--- src/rtl/osc_step_sequencer.sv ---
// rtl/osc_step_sequencer.sv - eight-step pitch/gate pattern sequencer driving one oscillator
module osc_step_sequencer #(
  parameter int unsigned TOP_W    = 17,
  parameter int unsigned TICK_DIV = 750000,
  parameter int unsigned GATE_LEN = 500000
) (
  input  logic             clk,
  input  logic             rst,
  input  logic             run,
  input  logic             wr_valid,
  output logic             wr_ready,
  input  logic [2:0]       wr_addr,
  input  logic [TOP_W-1:0] wr_pitch,
  input  logic             wr_gate,
  output logic [TOP_W-1:0] counter_top,
  output logic             osc_rst,
  output logic [2:0]       step,
  output logic             step_strobe,
  output logic             gate
);

  localparam int unsigned       TICK_W    = (TICK_DIV > 2) ? $clog2(TICK_DIV) : 1;
  localparam logic [TICK_W-1:0] TICK_LAST = TICK_W'(TICK_DIV - 1);

  typedef enum logic {
    IDLE = 1'b0,
    PLAY = 1'b1
  } state_t;

  state_t             state_q, state_d;
  logic [TICK_W-1:0]  tick_q, tick_d;
  logic [2:0]         step_q, step_d;
  logic [TOP_W-1:0]   counter_top_q, counter_top_d;
  logic               step_strobe_q, step_strobe_d;
  logic               gate_q, gate_d;
  logic               osc_rst_q, osc_rst_d;
  // gate enable AND pitch-nonzero of the playing step, frozen at its load
  logic               voiced_q, voiced_d;
  logic [TOP_W-1:0]   pitch_q [8];
  logic [TOP_W-1:0]   pitch_d [8];
  logic [7:0]         gate_en_q, gate_en_d;

  logic               load;
  logic [2:0]         load_step;
  logic               wr_fire;

  function automatic logic in_gate_window(input logic [TICK_W-1:0] t);
    return 32'(t) < GATE_LEN;
  endfunction

  // A write is refused only on cycles whose edge loads a step, so a load never races a write.
  assign wr_ready = rst | ~load;
  assign wr_fire  = wr_valid & wr_ready;

  // Next-state: IDLE/PLAY control, tick/step advance, step load and gate window.
  always_comb begin
    state_d       = state_q;
    tick_d        = tick_q;
    step_d        = step_q;
    counter_top_d = counter_top_q;
    step_strobe_d = 1'b0;
    voiced_d      = voiced_q;
    gate_d        = 1'b0;
    osc_rst_d     = 1'b1;
    load          = 1'b0;
    load_step     = 3'(step_q + 3'd1);

    case (state_q)
      IDLE: begin
        tick_d = '0;
        step_d = 3'd0;
        if (run) begin
          load      = 1'b1;
          load_step = 3'd0;
        end
      end
      PLAY: begin
        if (!run) begin
          // stopping wins over a step advance in the same cycle
          state_d = IDLE;
          tick_d  = '0;
          step_d  = 3'd0;
        end else if (tick_q == TICK_LAST) begin
          load = 1'b1;
        end else begin
          tick_d = tick_q + TICK_W'(1);
          gate_d = voiced_q & in_gate_window(tick_d);
        end
      end
      default: state_d = IDLE;
    endcase

    if (load) begin
      state_d       = PLAY;
      step_d        = load_step;
      tick_d        = '0;
      counter_top_d = pitch_q[load_step];
      step_strobe_d = 1'b1;
      voiced_d      = gate_en_q[load_step] & (|pitch_q[load_step]);
      gate_d        = voiced_d & in_gate_window('0);
    end

    osc_rst_d = ~gate_d;
  end

  // Pattern storage update from an accepted write.
  always_comb begin
    pitch_d   = pitch_q;
    gate_en_d = gate_en_q;
    if (wr_fire) begin
      pitch_d[wr_addr]   = wr_pitch;
      gate_en_d[wr_addr] = wr_gate;
    end
  end

  // Control and output registers.
  always_ff @(posedge clk or posedge rst) begin
    if (rst) begin
      state_q       <= IDLE;
      tick_q        <= '0;
      step_q        <= 3'd0;
      counter_top_q <= '0;
      step_strobe_q <= 1'b0;
      gate_q        <= 1'b0;
      osc_rst_q     <= 1'b1;
      voiced_q      <= 1'b0;
    end else begin
      state_q       <= state_d;
      tick_q        <= tick_d;
      step_q        <= step_d;
      counter_top_q <= counter_top_d;
      step_strobe_q <= step_strobe_d;
      gate_q        <= gate_d;
      osc_rst_q     <= osc_rst_d;
      voiced_q      <= voiced_d;
    end
  end

  // Pattern registers, cleared by reset.
  always_ff @(posedge clk or posedge rst) begin
    if (rst) begin
      for (int i = 0; i < 8; i++) begin
        pitch_q[i] <= '0;
      end
      gate_en_q <= '0;
    end else begin
      pitch_q   <= pitch_d;
      gate_en_q <= gate_en_d;
    end
  end

  assign counter_top = counter_top_q;
  assign osc_rst     = osc_rst_q;
  assign step        = step_q;
  assign step_strobe = step_strobe_q;
  assign gate        = gate_q;

endmodule

--- config.mk ---
export PLATFORM = sky130hd
export DESIGN_NAME = osc_step_sequencer
export DESIGN_NICKNAME = d
export VERILOG_FILES = /design/src/rtl/osc_step_sequencer.sv
export SDC_FILE = /design/constraint.sdc
export NUM_CORES = 1
export LEC_CHECK = 0
export ABC_AREA = 1
export BUFFER_PORTS_ARGS = -buffer_cell sky130_fd_sc_hd__buf_2
export CAP_MARGIN = 20
export CORE_MARGIN = 2
export CORE_UTILIZATION = 30
export CTS_CLUSTER_DIAMETER = 150
export DETAILED_ROUTE_END_ITERATION = 10
export SETUP_SLACK_MARGIN = 0.2
export SLEW_MARGIN = 20
export SYNTH_ARGS = -nofsm -noshare
export SYNTH_HDL_FRONTEND = slang
export SYNTH_SLANG_ARGS = --single-unit
export TNS_END_PERCENT = 20
--- constraint.sdc ---
create_clock -name clk -period 7.39 [get_ports clk]
set_clock_uncertainty 0.05 [all_clocks]
set_input_delay 1.1085 -clock clk [delete_from_list [all_inputs] [get_ports clk]]
set_output_delay 1.1085 -clock clk [all_outputs]
set_load 0.005 [all_outputs]
# After elaboration in Yosys (flattened, before gate mapping)
# Index checks and enable logic that the tools add are counted.
[totals]
ff_bits = 189
inputBits = 25
out_inout_bits = 24
word_cells = 72
[classes]
addsub = 2
n_lt_le_gt_ge = 7
eq_ne = 3
n_mux = 31
bitwise = 9
reduce_logical = 3
[op_table]
columns = ["cell", "n"]
rows = [
  ["136-bit bitwise mux", 1],
  ["20-bit 2-to-1 mux", 3],
  ["17-bit binary-select mux with 3-bit select", 1],
  ["17-bit demux with 3-bit select", 1],
  ["17-bit 2-to-1 mux", 3],
  ["20-bit case mux with 2 select lines", 1],
  ["20-bit by 1-bit adder with 20-bit output, second input constant", 1],
  ["20-bit equality test, second input constant", 1],
  ["20-bit by 19-bit < comparator with 1-bit output, second input constant", 1],
  ["17-bit OR reduction", 1],
  ["1-bit 2-to-1 mux", 12],
  ["3-bit 2-to-1 mux", 4],
  ["8-bit bitwise mux", 1],
  ["4-bit greater-or-equal comparator, second input constant", 2],
  ["3-bit by 4-bit < comparator with 1-bit output, second input constant", 2],
  ["3-bit inverter with 4-bit output", 2],
  ["3-bit case mux with 2 select lines", 1],
  ["4-bit by 1-bit < comparator with 1-bit output, second input constant", 1],
  ["4-bit != test, second input constant", 1],
  ["3-bit by 1-bit adder with 3-bit output, second input constant", 1],
  ["1-bit AND", 3],
  ["1-bit binary-select mux with 3-bit select", 1],
  ["1-bit demux with 3-bit select", 1],
  ["3-bit by 1-bit greater-or-equal comparator with 1-bit output, second input constant", 1],
  ["other kinds (5)", 8],
]

# Longest topological paths before layout
[depth]
ltp_word = 11
depth_mapped = 15

# Worst setup path after synthesis
# No wires, ideal clock.
[synth_timing]
path_kind = "input -> output"
startpoint = "in rst"
endpoint = "out wr_ready"
arrival_ps = 5768
required_ps = 6232
path_slack_ps = 463
path_stages = 2
path_cell_list = "inv_1 -> nand2_4"
[synth_between]
elab_chain_cells = 1
[synth_lines]
columns = ["element", "line", "source"]
rows = [
  ["start, declared", "8", "input logic rst,"],
  ["1-bit OR", "52", "assign wr_ready = rst | ~load;"],
  ["end, declared", "11", "output logic wr_ready,"],
]
# Every way passes these cells.

# Worst setup path after layout
[layout_timing]
startpoint = "reg tick_q[0]"
endpoint = "out wr_ready"
[layout_between]
elab_chain_cells = 6
[layout_lines]
columns = ["element", "line", "source"]
rows = [
  ["start, declared", "31", "logic [TICK_W-1:0] tick_q, tick_d;"],
  ["start signal, assigned", "129", "tick_q <= tick_d;"],
  ["20-bit equality test", "83", "end else if (tick_q == TICK_LAST) begin"],
  ["1-bit 2-to-1 mux", "83", ""],
  ["1-bit 2-to-1 mux", "78", "if (!run) begin"],
  ["1-bit case mux with 2 select lines", "68", "case (state_q)"],
  ["1-bit inverter", "52", ""],
  ["1-bit OR", "52", ""],
]
# Every way passes these cells.

==> flow_metrics.py <==
metrics = {
    "power_and_ir_drop": {
        "p_leak_uw": 0.00499,
        "p_total_uw": 2780,
        "powerDensity_nw_per_um2": 267,
        "vdd_ir_drop_max_mv": 0.144,
    },
    "grt": {
        "grt_overflow": 0,
        "grt_max_degree": 90,
        "grt_pass1_vias": 6988,
        "grt_first_pass_wirelength_um": 38400,
        "antenna_found_initial": 0,
        "track_usage_pct": 14.8,
    },
    "finish": {
        "multiInputGateArea_sq_um": 3770,
        "layout.nets": 1202,
        "n_fill_cell": 3305,
        "fin_area_sq_um": 10400,
        "ff_latch_area_sq_um": 4730,
        "antenna_cells": 0,
        "syn_to_final_growth_pct": 10.0,
        "drive_above_1_share_pct": 11.6,
    },
    "critical_path": {
        "crit_type": "reg2out",
        "endpoint_kind": "output pin",
        "critPathMaxFanout": 20,
        "critPathLaunch": "tick_q[0]$_DFFE_PP0P_",
        "cp_data_required_time_ns": 6.23,
        "r2r-start": "step[0]$_DFFE_PP0P_",
        "worstPathArrival_ns": 2.41,
        "cp-start-kind": "flip-flop",
    },
    "timing": {
        "tightest_slew_ns": 0.912,
        "max_slew_margin_pct": 39.2,
        "maxSlewViolCount": 0,
        "period_needed_ns": 3.57,
        "setup_violations": 0,
        "fmax_mhz": 280,
        "hold_viol": 0,
        "rsz0062_at_grt": "false",
        "tns_ns": 0,
        "finalCritPeriodShare_pct": 48.3,
    },
    "run": {
        "drv_cap": 0,
    },
    "synthesis": {
        "synth_xor_area_share_pct": 0.648,
        "yosysTopAreaCellShare_pct": 49.7,
        "seq_area_frac_synth_pct": 50.0,
        "ys_warn_count": 0,
        "synth-edff-count": 0,
        "async_flop_share_pct": 100,
        "synthAdderAreaFrac_pct": 0.264,
        "synth.area.top_cells": "dfrtp_1 50%, nand2_1 14%, inv_1 5.2%, o21ai_1 4.9%, nand3_1 4.8%",
        "synthMuxAreaShare_pct": 0,
        "syn_area_sq_um": 9460,
        "synth-compound-area-share_pct": 12.0,
        "synth_top_cell_by_area": "dfrtp_1",
        "post-synth-top-count-cell": "nand2_1",
        "synth_ff_type": "dfrtp_1",
        "ys_ff_latch": 189,
        "syn-mean-instance-area_sq_um": 8.14,
        "syn_nets": 1190,
        "synthTopCellsByCount": "348 x nand2_1, 188 x dfrtp_1, 130 x inv_1",
        "synth_cells": 1163,
        "synth_top_family_by_area": "simple AND/OR/NAND/NOR gates",
        "synth-simple-area-share_pct": 26.9,
        "yosysUniqueCellTypes": 38,
    },
    "cts": {
        "clk_pin_slew_ns": 0.06,
        "clockBufferDepth": 2,
        "hold_buffers": 0,
        "root_buffer": "clkbuf_16",
        "cts_made_buffers": 17,
        "cts_max_level": 4,
        "cts_resized": 0,
        "postCtsSetupRepairBufs": 0,
        "cts_tree": "done",
        "worstSkewPairLatency_ns": 0.45,
        "cts.sinks": 189,
    },
    "floorplan": {
        "die_h_um": 182,
        "coreArea_sq_um": 31300,
        "initial_utilization_pct": 30.2,
        "die_width_um": 182,
        "num_io_pins": 49,
        "std_cell_rows": 65,
        "die_area_sq_um": 33000,
    },
    "routing": {
        "drt_pass1_iterations": 5,
        "drtIter0Drc": 629,
        "vias": 7452,
        "drt-total-wl_um": 23600,
        "route.detailed.drc": 0,
        "via_per_inst": 4.69,
        "drt-wirelength-per-cell_um": 14.8,
        "ant_nets": 0,
    },
    "worst_hold_path": {
        "hold_path_class": "reg2reg",
        "hold_start": "tick_q[0]$_DFFE_PP0P_",
    },
    "place": {
        "place_hpwl_um": 15100,
        "place_area_sq_um": 9800,
        "port_buffers": 48,
        "gp_congestion": 0.849,
    },
    "status": {
        "outcome": "finished clean",
    },
}
[logic make-up after synthesis]
logic type,Yosys count
AO/OA/AOI/OAI,201
XOR/XNOR,7
adder cells (fa/ha/maj),2
buffers and inverters,197
flip-flops,189
AND/OR/NAND/NOR,567
[worst max-delay path, stage by stage, from the launching register on]
cell and delay, ns:
dfrtp_1 0.37, ha_1 0.18, nand2_1 0.09, inv_2 0.06
nand2_1 0.06, nor2_1 0.16, nand4_2 0.18, o21ai_2 0.15
buf_4 0.29, nand2_4 0.22, buf_2 0.20
[registers in the layout, indices dropped and copies added, names as in the netlist]
register	cells
counter_top	17
pitch_q	136
gate	1
voiced_q	1
osc_rst	1
step_strobe	1
step	3
state_q	1
gate_en_q	8
tick_q	20
[final timing paths]
path | to | slack, ns | cells after the start
setup / recovery | wr_ready | 3.82 | 10
hold / removal | tick_q[0]$_DFFE_PP0P_ | 0.41 | 1
setup reg to reg | gate$_DFF_PP0_ | 4.30 | 10
hold reg to reg | tick_q[0]$_DFFE_PP0P_ | 0.41 | 1
max in group asynchronous | pitch_q[115]$_DFFE_PP0P_ | 5.39 | 3
min in group asynchronous | tick_q[7]$_DFFE_PP0P_ | 0.66 | 2
[cell usage in the layout, fill, tap and decap left out, types with 3 or more instances in the layout]
cell       instances
nand2_1          348
dfrtp_1          188
inv_1            129
o21ai_1           93
nand3_1           91
nor2_1            71
o21ai_0           52
buf_2             48
o211ai_1          26
nand3b_1          17
clkbuf_16         17
o21ai_2           13
nand2_2           11
nand3_4            8
a31oi_1            8
inv_2              6
inv_6              6
a21oi_1            5
xor2_1             5
buf_4              5
nand4_1            4
nor3_1             4
nor2_2             3
nand2_4            3
o22ai_1            3
[routing by layer]
| metal | GRT usage, % | vias up | routed length, um |
|---|---|---|---|
| met5 | 0 | - | 0 |
| met1 | 21.8 | 3516 | 12000 |
| met4 | 3.09 | 0 | 203 |
| met3 | 2.67 | 14 | 1110 |
| li1 | - | 3756 | - |
| met2 | 22.7 | 166 | 10300 |
[final cells by class]
cell class              count  share of cell area [%]
flip-flops and latches    189                    45.4
multi-input cells         777                    36.2
inverters                 137                    5.04
well taps                 402                    4.83
clock buffers              19                    4.35
repair buffers             53                    2.67
clock inverters            13                    1.48
[stage by stage]
step                      utilization [%]  hold slack (ns)  setup slack [ns]  cells
after floorplan                         -            0.383             0.463   1163
after global placement               31.3            0.399              3.80   1558
after detailed placement             31.3            0.405              3.78   1558
after CTS                            33.3            0.415              3.80   1590
after global routing                 33.3            0.430              3.66   1590
final                                33.3            0.411              3.82   1590
[power by group]
part           switching, uW  internal, uW
logic                    307           197
registers                111          1220
clock network            425           526
total                    842          1940
Power figures use the tool's default switching activity.
